$ cat config.mk
export PLATFORM = sky130hd
export DESIGN_NAME = debouncer_multi
export DESIGN_NICKNAME = d
export VERILOG_FILES = /design/src/rtl/debounce_pkg.sv /design/src/rtl/debounce_channel.sv /design/src/rtl/debouncer_multi.sv
export SDC_FILE = /design/constraint.sdc
export NUM_CORES = 1
export LEC_CHECK = 0
export CORE_MARGIN = 1
export CORE_UTILIZATION = 59
export CTS_BUF_LIST = sky130_fd_sc_hd__clkbuf_16
export CTS_CLUSTER_SIZE = 14
export DETAILED_ROUTE_END_ITERATION = 6
export GPL_TIMING_DRIVEN = 0
export PLACE_DENSITY = 0.79
export RECOVER_POWER = 50
export REMOVE_ABC_BUFFERS = 1
export SYNTH_ARGS = -nofsm -noshare
export SYNTH_HDL_FRONTEND = slang
export SYNTH_HIERARCHICAL = 1
export SYNTH_SLANG_ARGS = --single-unit
$ cat constraint.sdc
create_clock -name sysclk -period 2.27 [get_ports sysclk]
set_clock_uncertainty 0.05 [all_clocks]
set_input_delay 0.227 -clock sysclk [delete_from_list [all_inputs] [get_ports sysclk]]
set_output_delay 0.227 -clock sysclk [all_outputs]
set_load 0.02 [all_outputs]
$ cat src/rtl/debounce_pkg.sv
// -----------------------------------------------------------------------------
// debounce_pkg
// Items shared by the multi-channel debouncer:
//   - deb_state_e       : per-channel FSM state (IDLE, COUNT)
//   - DEF_STABLE_CYCLES : default stable window, 10 ms at the 5 MHz board clock
//   - DEF_LONG_CYCLES   : default long-press time, 1 s at the 5 MHz board clock
// -----------------------------------------------------------------------------
package debounce_pkg;

  typedef enum logic {
    IDLE  = 1'b0,
    COUNT = 1'b1
  } deb_state_e;

  localparam int DEF_STABLE_CYCLES = 50000;
  localparam int DEF_LONG_CYCLES   = 5000000;

endpackage

$ cat src/rtl/debounce_channel.sv
// -----------------------------------------------------------------------------
// debounce_channel
// One debounce lane: a 2-flop synchroniser, an IDLE/COUNT FSM with its stable
// window counter, registered press/release pulses and an optional long-press
// detector.
// Build option: DEBOUNCE_LONGPRESS_EN compiles in the long-press counter.
// Without it, long_hit is tied to 0.
//
// Ports:
//   sysclk   in  system clock, rising edge
//   rst      in  asynchronous active-high reset
//   din      in  raw level, already inverted to 1 = pressed
//   deb      out debounced level
//   rise     out one-cycle pulse when deb goes 0->1
//   fall     out one-cycle pulse when deb goes 1->0
//   long_hit out high from long-press detection until release
// -----------------------------------------------------------------------------
module debounce_channel
  import debounce_pkg::*;
#(
  parameter int STABLE_CYCLES = DEF_STABLE_CYCLES,
  parameter int LONG_CYCLES   = DEF_LONG_CYCLES
) (
  input  logic sysclk,
  input  logic rst,
  input  logic din,
  output logic deb,
  output logic rise,
  output logic fall,
  output logic long_hit
);

  localparam int CW = $clog2(STABLE_CYCLES);
  localparam logic [CW-1:0] CNT_LAST = CW'(STABLE_CYCLES - 1);

  // Reject parameter values the counters cannot represent.
  if (STABLE_CYCLES < 2) begin : g_bad_stable
    $error("debounce_channel: STABLE_CYCLES must be at least 2");
  end
  if (LONG_CYCLES < 1) begin : g_bad_long
    $error("debounce_channel: LONG_CYCLES must be at least 1");
  end

  logic          sync1;
  logic          s;
  deb_state_e    state, state_nxt;
  logic [CW-1:0] cnt, cnt_nxt;
  logic          deb_nxt;

  // NOTE: sequential state uses non-blocking assignments so every flop
  // samples the values from before the edge, whatever the statement order.
  always_ff @(posedge sysclk or posedge rst) begin
    if (rst) begin
      sync1 <= 1'b0;
      s     <= 1'b0;
    end else begin
      sync1 <= din;
      s     <= sync1;
    end
  end

  // NOTE: every output of this block gets a default first, so no path can
  // leave a signal unassigned and infer a latch.
  always_comb begin
    state_nxt = state;
    cnt_nxt   = cnt;
    deb_nxt   = deb;
    case (state)
      IDLE: begin
        if (s != deb) begin
          state_nxt = COUNT;
          cnt_nxt   = CW'(1);
        end else begin
          cnt_nxt = '0;
        end
      end
      COUNT: begin
        if (s == deb) begin
          // Excursion ended early: drop it without touching the output.
          state_nxt = IDLE;
          cnt_nxt   = '0;
        end else if (cnt == CNT_LAST) begin
          // This is the STABLE_CYCLES-th consecutive differing sample.
          deb_nxt   = ~deb;
          state_nxt = IDLE;
          cnt_nxt   = '0;
        end else begin
          cnt_nxt = cnt + CW'(1);
        end
      end
      default: begin
        state_nxt = IDLE;
        cnt_nxt   = '0;
      end
    endcase
  end

  always_ff @(posedge sysclk or posedge rst) begin
    if (rst) begin
      state <= IDLE;
      cnt   <= '0;
      deb   <= 1'b0;
      rise  <= 1'b0;
      fall  <= 1'b0;
    end else begin
      state <= state_nxt;
      cnt   <= cnt_nxt;
      deb   <= deb_nxt;
      // Pulses are registered alongside deb so they share its edge.
      rise  <= deb_nxt & ~deb;
      fall  <= ~deb_nxt & deb;
    end
  end

`ifdef DEBOUNCE_LONGPRESS_EN
  localparam int LW = $clog2(LONG_CYCLES + 1);
  localparam logic [LW-1:0] LONG_MAX  = LW'(LONG_CYCLES);
  localparam logic [LW-1:0] LONG_PREV = LW'(LONG_CYCLES - 1);

  logic [LW-1:0] long_cnt;
  logic          long_q;

  always_ff @(posedge sysclk or posedge rst) begin
    if (rst) begin
      long_cnt <= '0;
      long_q   <= 1'b0;
    end else begin
      if (!deb) begin
        long_cnt <= '0;
      end else if (long_cnt != LONG_MAX) begin
        long_cnt <= long_cnt + LW'(1);
      end
      // Set on the edge the counter reaches LONG_CYCLES; a release on the
      // same edge wins so the flag drops together with deb.
      long_q <= deb_nxt & (long_q | (deb & (long_cnt == LONG_PREV)));
    end
  end

  assign long_hit = long_q;
`else
  assign long_hit = 1'b0;
`endif

endmodule

$ cat src/rtl/debouncer_multi.sv
// -----------------------------------------------------------------------------
// debouncer_multi
// NCH independent push-button debouncers on one system clock. Raw pins are
// optionally inverted (ACTIVE_LOW) so that 1 always means pressed inside,
// then each is handled by its own debounce_channel.
// Build option: DEBOUNCE_LONGPRESS_EN enables btn_long; otherwise it is 0.
//
// Ports:
//   sysclk   in  system clock, rising edge
//   rst      in  asynchronous active-high reset
//   btn      in  [NCH] raw asynchronous button pins
//   btn_deb  out [NCH] debounced level, 1 = pressed
//   btn_rise out [NCH] one-cycle pulse on btn_deb 0->1
//   btn_fall out [NCH] one-cycle pulse on btn_deb 1->0
//   btn_long out [NCH] long press held (DEBOUNCE_LONGPRESS_EN only)
// -----------------------------------------------------------------------------
module debouncer_multi
  import debounce_pkg::*;
#(
  parameter int NCH           = 4,
  parameter int STABLE_CYCLES = DEF_STABLE_CYCLES,
  parameter int ACTIVE_LOW    = 0,
  parameter int LONG_CYCLES   = DEF_LONG_CYCLES
) (
  input  logic           sysclk,
  input  logic           rst,
  input  logic [NCH-1:0] btn,
  output logic [NCH-1:0] btn_deb,
  output logic [NCH-1:0] btn_rise,
  output logic [NCH-1:0] btn_fall,
  output logic [NCH-1:0] btn_long
);

  logic [NCH-1:0] btn_pol;

  assign btn_pol = (ACTIVE_LOW != 0) ? ~btn : btn;

  for (genvar i = 0; i < NCH; i++) begin : g_ch
    debounce_channel #(
      .STABLE_CYCLES(STABLE_CYCLES),
      .LONG_CYCLES  (LONG_CYCLES)
    ) u_ch (
      .sysclk  (sysclk),
      .rst     (rst),
      .din     (btn_pol[i]),
      .deb     (btn_deb[i]),
      .rise    (btn_rise[i]),
      .fall    (btn_fall[i]),
      .long_hit(btn_long[i])
    );
  end

endmodule
-- Word level (Yosys, flattened, before mapping)
Cells that the tools add are included.
- equality and inequality tests: 12
- bitwise operators: 20
- add/subtract/negate cells: 4
- muxes and demuxes: 44
- operators with widths (cell ; count):
    2-to-1 mux 16 bit ; 8
    one-hot mux 16 bit (2 select lines) ; 4
    adder 16 x 1 -> 16 bit, second input constant ; 4
    equality test 16 bit, second input constant ; 4
    2-to-1 mux 1 bit ; 28
    inverter 1 bit ; 12
    bitwise AND 1 bit ; 8
    one-hot mux 1 bit (2 select lines) ; 4
    equality test 1 bit ; 4
    inequality test 1 bit ; 4
- bits in registers: 88
- word-level logic and storage cells: 108
- output and inout bits: 16
- input bits: 6

-- Logic depth before layout (Yosys ltp)
Gate-level depths: netlist of run 1.
- depth in word-level cells: 6
- depth in mapped cells: 6
- depth with buffers taken out: 5

-- Cells and area by module
The synthesis of run 1 kept the hierarchy.
- modules (own cells, without submodules) (module ; cells an instance ; area an instance (µm²) ; times used):
    debounce_channel ; 95 ; 1011.0 ; 4

-- Least setup slack after synthesis of run 1
Ideal clock, no wire load.
- kind: register to register
- from: register g_ch[0].u_ch.cnt[7]
- to: register g_ch[0].u_ch.deb
- stages on the path, launching flop included: 4
- data required time: 2.095 ns
- path buffers: 0
- setup time: 0.125 ns
- arrival time: 1.710 ns
- path slack: 0.385 ns
- clock period less this slack: 1.885 ns
- path through: dfrtp_1 > or4b_1 > or4_4 > mux2_4
- word-level cells in the longest chain between the ends: 4
- RTL lines (what ; RTL line ; text):
    start: declaration ; debounce_channel.sv:47 ; logic [CW-1:0] cnt, cnt_nxt;
    start signal: assignment ; debounce_channel.sv:107 ; cnt <= cnt_nxt;
    equality test 16 bit ; debounce_channel.sv:82 ; end else if (cnt == CNT_LAST) begin
    2-to-1 mux 1 bit ; debounce_channel.sv:82 ;
    2-to-1 mux 1 bit ; debounce_channel.sv:78 ; if (s == deb) begin
    2-to-1 mux 1 bit ; debounce_channel.sv:68 ; case (state)
    via g_ch[0].u_ch.deb_nxt ; debounce_channel.sv:48 ; logic deb_nxt;
    end signal: assignment ; debounce_channel.sv:108 ; deb <= deb_nxt;
    end: declaration ; debounce_channel.sv:27 ; output logic deb,
The timed path passes the listed nets, and every way through them passes these cells.

-- Final worst setup path of run 1
- from: register g_ch[0].u_ch.cnt[0]
- to: register g_ch[0].u_ch.cnt[3]
- word-level cells in the longest chain between the ends: 4
- elaborated cells between the ends (all ways): 5
- those cells by class: add/sub (1); eq/ne (1); mux (3)
- RTL lines (what ; RTL line):
    adder 16 x 1 -> 16 bit / equality test 16 bit (equally long branches) ; debounce_channel.sv:88, debounce_channel.sv:82
    2-to-1 mux 16 bit * ; debounce_channel.sv:82
    2-to-1 mux 16 bit * ; debounce_channel.sv:78
    one-hot mux 16 bit (2 select lines) * ; debounce_channel.sv:68
    via g_ch[0].u_ch.cnt_nxt[3] ; debounce_channel.sv:47
Mark *: on every way through the listed nets, which the timed path passes. The rest lies on a longest branch.

==> results of run 1 <==
## worst paths after layout
kind	slack (ns)	startpoint	cells after the start	endpoint
max	0.24	g_ch[0].u_ch/cnt[0]	5	g_ch[0].u_ch/cnt[3]
min	0.31	g_ch[2].u_ch/sync1	0	g_ch[2].u_ch/s
max reg2reg	0.24	g_ch[0].u_ch/cnt[0]	5	g_ch[0].u_ch/cnt[3]
min reg2reg	0.31	g_ch[2].u_ch/sync1	0	g_ch[2].u_ch/s
max in group asynchronous	1.11	rst	2	g_ch[3].u_ch/rise
min in group asynchronous	0.54	rst	2	g_ch[0].u_ch/cnt[2]
## per-stage QoR
step                      hold WS, ns  instance area [um2]  instances
after floorplan                 0.166                 3980        372
after global placement          0.287                 4250        466
after detailed placement        0.293                 4250        466
after CTS                       0.264                 4550        482
after global routing            0.318                 4550        482
final                           0.306                 4550        482
## cell type report
type,count,area (um2)
well taps,77,96.3
fillers,443,1940
repair buffers,17,170
clock buffers,9,225
clock inverters,7,76.3
inverters,20,75.1
multi-input cells,264,1710
flip-flops and latches,88,2200
## registers in the layout, summed over array words and instances (netlist names)
name / cells
g_ch.u_ch/cnt: 64
g_ch.u_ch/s: 4
g_ch.u_ch/rise: 4
g_ch.u_ch/deb: 4
g_ch.u_ch/fall: 4
g_ch.u_ch/state: 4
g_ch.u_ch/sync1: 4
## per-layer routing
| layer | global-route usage [%] | vias to the layer above | wire [um] |
|---|---|---|---|
| li1 | - | 1320 | - |
| met1 | 27.6 | 1379 | 3340 |
| met2 | 39.0 | 50 | 3620 |
| met3 | 4.03 | 8 | 176 |
| met4 | 11.7 | 0 | 121 |
| met5 | 0 | - | 0 |
## power breakdown
part / total, uW / switching (uW) / leakage (uW) / internal (uW)
combinational: 89.4 / 65.0 / 0.000428 / 24.4
clock: 1480 / 616 / 0.000144 / 862
sequential: 1610 / 20.1 / 0.00119 / 1590
## cell usage after synthesis
master / n / area [um2]
conb_1: 4 / 15.0
xor2_1: 8 / 70.1
or4_1: 4 / 30.0
buf_4: 8 / 60.1
inv_1: 20 / 75.1
or4b_1: 4 / 40.0
and2_4: 4 / 35.0
or4_4: 4 / 45.0
nand4bb_1: 8 / 90.1
nor3_1: 16 / 80.1
nor2_1: 76 / 285
a21boi_1: 4 / 30.0
mux2_4: 4 / 60.1
xnor2_1: 52 / 455
dfrtp_1: 88 / 2200
nor3b_1: 8 / 60.1
nand3_2: 4 / 40.0
nand2_1: 12 / 45.0
nand3_1: 20 / 100
ha_1: 4 / 50.1
nand4_1: 16 / 100
nor4_1: 12 / 75.1
## logic make-up (layout without fill, tap and decap cells)
kind of cell / after synthesis / in the layout / share of synthesized area, %
buf+inv: 28 / 53 / 3.34
simple gates: 188 / 188 / 25.4
fa+ha+maj: 4 / 4 / 1.24
compound gates: 4 / 4 / 0.743
other cells: 4 / 4 / 0.371
xor+xnor: 60 / 60 / 13.0
flops: 88 / 88 / 54.5
mux: 4 / 4 / 1.49
## worst max-delay path, delay by kind of cell, from the launching register on
kind	cells	cell delay [ns]
fa+ha+maj	1	0.23
simple gates	4	1.22
flops	1	0.39
==> flow_summary.ini, run 1 <==
[global_routing]
grt_pass1_wl_um = 12500
grt-ovfl-total = 0
grt_start_max_net_pins = 23
grt_pass1_vias = 2762
grt_antenna_before_repair = 0
gr-usage-all-layers_pct = 22.7

[power_and_ir_drop]
p_leak_uw = 0.00177
power_uw = 3180
ir_worst_vdd_uv = 346
power.density_mw_per_mm2 = 698

[synth]
ys_seq_elements = 88
ys_seq_area_share_pct = 54.5
yosysWarnings = 6
synthCells = 380
syn_area_mm2 = 0.00404
synth.distinct_cells = 22
syn_avg_cell_area_um2 = 10.6

[worst_setup_path]
crit_arrival_ns = 2.19
crit_fanout = 15
critPathCaptureType = register
cp-start-kind = register
cp_cell_sequence = ha_1 -> nand3_1 -> or4_1 -> nand3_2 -> nor2_1
slowest_stage = or4_1
crit_required_ns = 2.43
max_stage_delay_ns = 0.57
path_class = reg2reg

[finish]
syn2layout_area_growth_pct = 12.6
final_common_cell = dfrtp_1
layout_common_cells = dfrtp_1, nor2_1, xnor2_1, nand3_1, inv_1
drive_gt1_share_pct = 7.65
n_antenna_cell = 0
nets = 410
final_util_pct = 70.1

[clocking]
cts_buffers = 9
clk_pin_slew_ns = 0.06
hold_buffers = 0
tritoncts = yes
clock_sinks = 88
cts_setup_buffers = 0
ctsResizeCount = 0
root_buffer = clkbuf_16
worstSkewPairLatency_ns = 0.34
htree_levels = 3
clock_path_buffers = 2

[timing]
fin_crit_ns = 2.03
fmax_mhz = 493
slew_headroom_pct = 45.7
hold_viol = 0
rsz0062_at_grt = false
fin_ws_ns = 0.241
fin_crit_sh_pct = 89.4
tns_ns = 0
setup_violations = 0
maxSlewViolCount = 0
worst_slew_pin_slew_ns = 0.813

[placement]
dpl_worst_slack_ns = 0.262
gp_congestion = 0.749
portBuffers = 17
hpwl_um = 4760

[route]
postRouteAntennaNets = 0
drc_errors = 3
via_count = 2757
drt_iter0_markers = 115
routedWlPerCell_um = 15.1
drt_pass1_iterations = 7
viasPerCell = 5.72
drt-total-wl_um = 7260

[run_status]
failed_checks = DRC
run_status = finished, violations left

[floorplan]
ios = 22
start_util_pct = 62.3
die_w_um = 84.8
die_area_mm2 = 0.00719
std_cell_rows = 29
core-area_mm2 = 0.00649
chipHeight_um = 84.8

[flow_run]
cap_violations = 0

[worst_hold_path]
min_path_type = reg2reg
No activity file was read; power rests on OpenSTA's default activity.
==> run 2: changes to the inputs <==
--- a/config.mk
+++ b/config.mk
@@ -5,13 +5,13 @@
 export SDC_FILE = /design/constraint.sdc
 export NUM_CORES = 1
 export LEC_CHECK = 0
-export CORE_MARGIN = 1
-export CORE_UTILIZATION = 59
-export CTS_BUF_LIST = sky130_fd_sc_hd__clkbuf_16
+export CORE_MARGIN = 3
+export CORE_UTILIZATION = 60
+export CTS_BUF_LIST = sky130_fd_sc_hd__clkbuf_8
 export CTS_CLUSTER_SIZE = 14
 export DETAILED_ROUTE_END_ITERATION = 6
 export GPL_TIMING_DRIVEN = 0
-export PLACE_DENSITY = 0.79
+export PLACE_DENSITY = 0.8
 export RECOVER_POWER = 50
 export REMOVE_ABC_BUFFERS = 1
 export SYNTH_ARGS = -nofsm -noshare
==> run 2 against run 1 <==
Net effect:
- count of clock-buffer cells in the layout rose by 1
- fmax rose by 0.29%
- the flow now finishes without violations
- register-to-register slack barely moved
- first-iteration DRC count fell by 9.6%
- sequential cell count did not move
- critical endpoint unchanged
- largest cell class unchanged
- design area fell by 1.8%
- routed wire length fell by 4.0%
- highest routed layer unchanged
- critical path type unchanged
- global-route usage fell by 2.5 points
- worst setup slack improved by 0.0059 ns
- power fell by 9.6%
- cell count did not move
- clock power fell by 20%
==> flow_summary.ini, run 2 (synthesis results as in run 1) <==
[run_status]
run_status = complete, no violations

[clocking]
worstSkewPairLatency_ns = 0.36
root_buffer = clkbuf_8
hold_buffers = 0
htree_levels = 3
cts_setup_buffers = 0
tritoncts = yes
clock_sinks = 88
cts_buffers = 9
clk_pin_slew_ns = 0.09
clock_path_buffers = 2
ctsResizeCount = 0

[finish]
drive_gt1_share_pct = 7.65
final_common_cell = dfrtp_1
max_flop_register = g_ch.u_ch/cnt
largest_reg_flops = 64
syn2layout_area_growth_pct = 10.6
nets = 410
n_antenna_cell = 0
layout_common_cells = dfrtp_1, nor2_1, xnor2_1, inv_1, nand3_1
postLayoutCellArea_mm2 = 0.00447

[timing]
slew_headroom_pct = 44.7
maxSlewViolCount = 0
tns_ns = 0
fmax_mhz = 494
hold_viol = 0
hold_ws_ns = 0.302
fin_crit_ns = 2.02
setup_violations = 0
rsz0062_at_grt = false
worst_slew_pin_slew_ns = 0.828
fin_ws_ns = 0.247
fin_crit_sh_pct = 89.1

[worst_hold_path]
min_path_type = reg2reg

[placement]
gp_congestion = 0.753
portBuffers = 17
dpl_worst_slack_ns = 0.277
place_area_mm2 = 0.00425
hpwl_um = 4730

[route]
wl_met2_um = 3420
drt_pass1_iterations = 4
via_count = 2731
viasPerCell = 5.67
routedWlPerCell_um = 14.5
drt-total-wl_um = 6970
postRouteAntennaNets = 0
drc_errors = 0
wl_met3_um = 214
drt_iter0_markers = 104
dr.max_layer_used = met4
wl_met1_um = 3220

[worst_setup_path]
crit_fanout = 15
crit_required_ns = 2.45
cp-start-kind = register
crit_arrival_ns = 2.21
critPathCaptureType = register
path_class = reg2reg

[global_routing]
grt_start_max_net_pins = 23
grt-ovfl-total = 0
grt_antenna_before_repair = 0
grt_pass1_wl_um = 12200
grt_pass1_vias = 2701
gr-usage-all-layers_pct = 20.3

[floorplan]
die_area_mm2 = 0.00776
chipHeight_um = 88.1
std_cell_rows = 29
ios = 22
start_util_pct = 63.0
core-area_mm2 = 0.00642
die_w_um = 88.1

[power_and_ir_drop]
power.density_mw_per_mm2 = 642
p_leak_uw = 0.00173
ir_worst_vdd_uv = 514

[flow_run]
cap_violations = 0
-- run 2: cell type report --
| type | count | area [um2] |
|---|---|---|
| tap | 77 | 96.3 |
| inverter | 20 | 75.1 |
| clock buffer | 10 | 138 |
| clock inverter | 6 | 83.8 |
| sequential | 88 | 2200 |
| timing repair buffer | 17 | 170 |
| multi-input combinational | 264 | 1710 |
| fill | 490 | 1950 |
-- run 2: metrics by stage --
stage | instances | util [%] | total power [uW]
after detailed placement | 466 | 66.2 | 1730
after global routing | 482 | 69.6 | 2980
after global placement | 466 | 66.2 | 1730
final | 482 | 69.6 | 2870
after floorplan | 372 | - | 1700
after CTS | 482 | 69.6 | 2910
-- run 2: routing by layer --
metal / GRT usage [%] / vias to the layer above
met5: 0 / -
met4: 7.01 / 0
met3: 5.36 / 10
met2: 33.8 / 37
met1: 25.7 / 1367
li1: - / 1317
-- run 2: report_power, final --
part           internal, uW  switching, uW
clock                   644            532
sequential             1590           18.2
combinational          24.6           65.7
total                  2250            616
-- run 2: worst max-delay path, cell delays in order (launching register included) --
cell,delay (ns)
dfrtp_1,0.40
ha_1,0.24
nand3_1,0.27
or4_1,0.57
nand3_2,0.27
nor2_1,0.10
-- run 2: path summary, 6_finish.rpt --
kind	slack (ns)	startpoint	to	depth (start not counted)
max	0.25	g_ch[0].u_ch/cnt[0]	g_ch[0].u_ch/cnt[3]	5
min	0.30	g_ch[2].u_ch/sync1	g_ch[2].u_ch/s	0
max reg2reg	0.25	g_ch[0].u_ch/cnt[0]	g_ch[0].u_ch/cnt[3]	5
min reg2reg	0.30	g_ch[2].u_ch/sync1	g_ch[2].u_ch/s	0
max in group asynchronous	1.15	rst	g_ch[0].u_ch/cnt[2]	2
min in group asynchronous	0.47	rst	g_ch[2].u_ch/cnt[9]	2
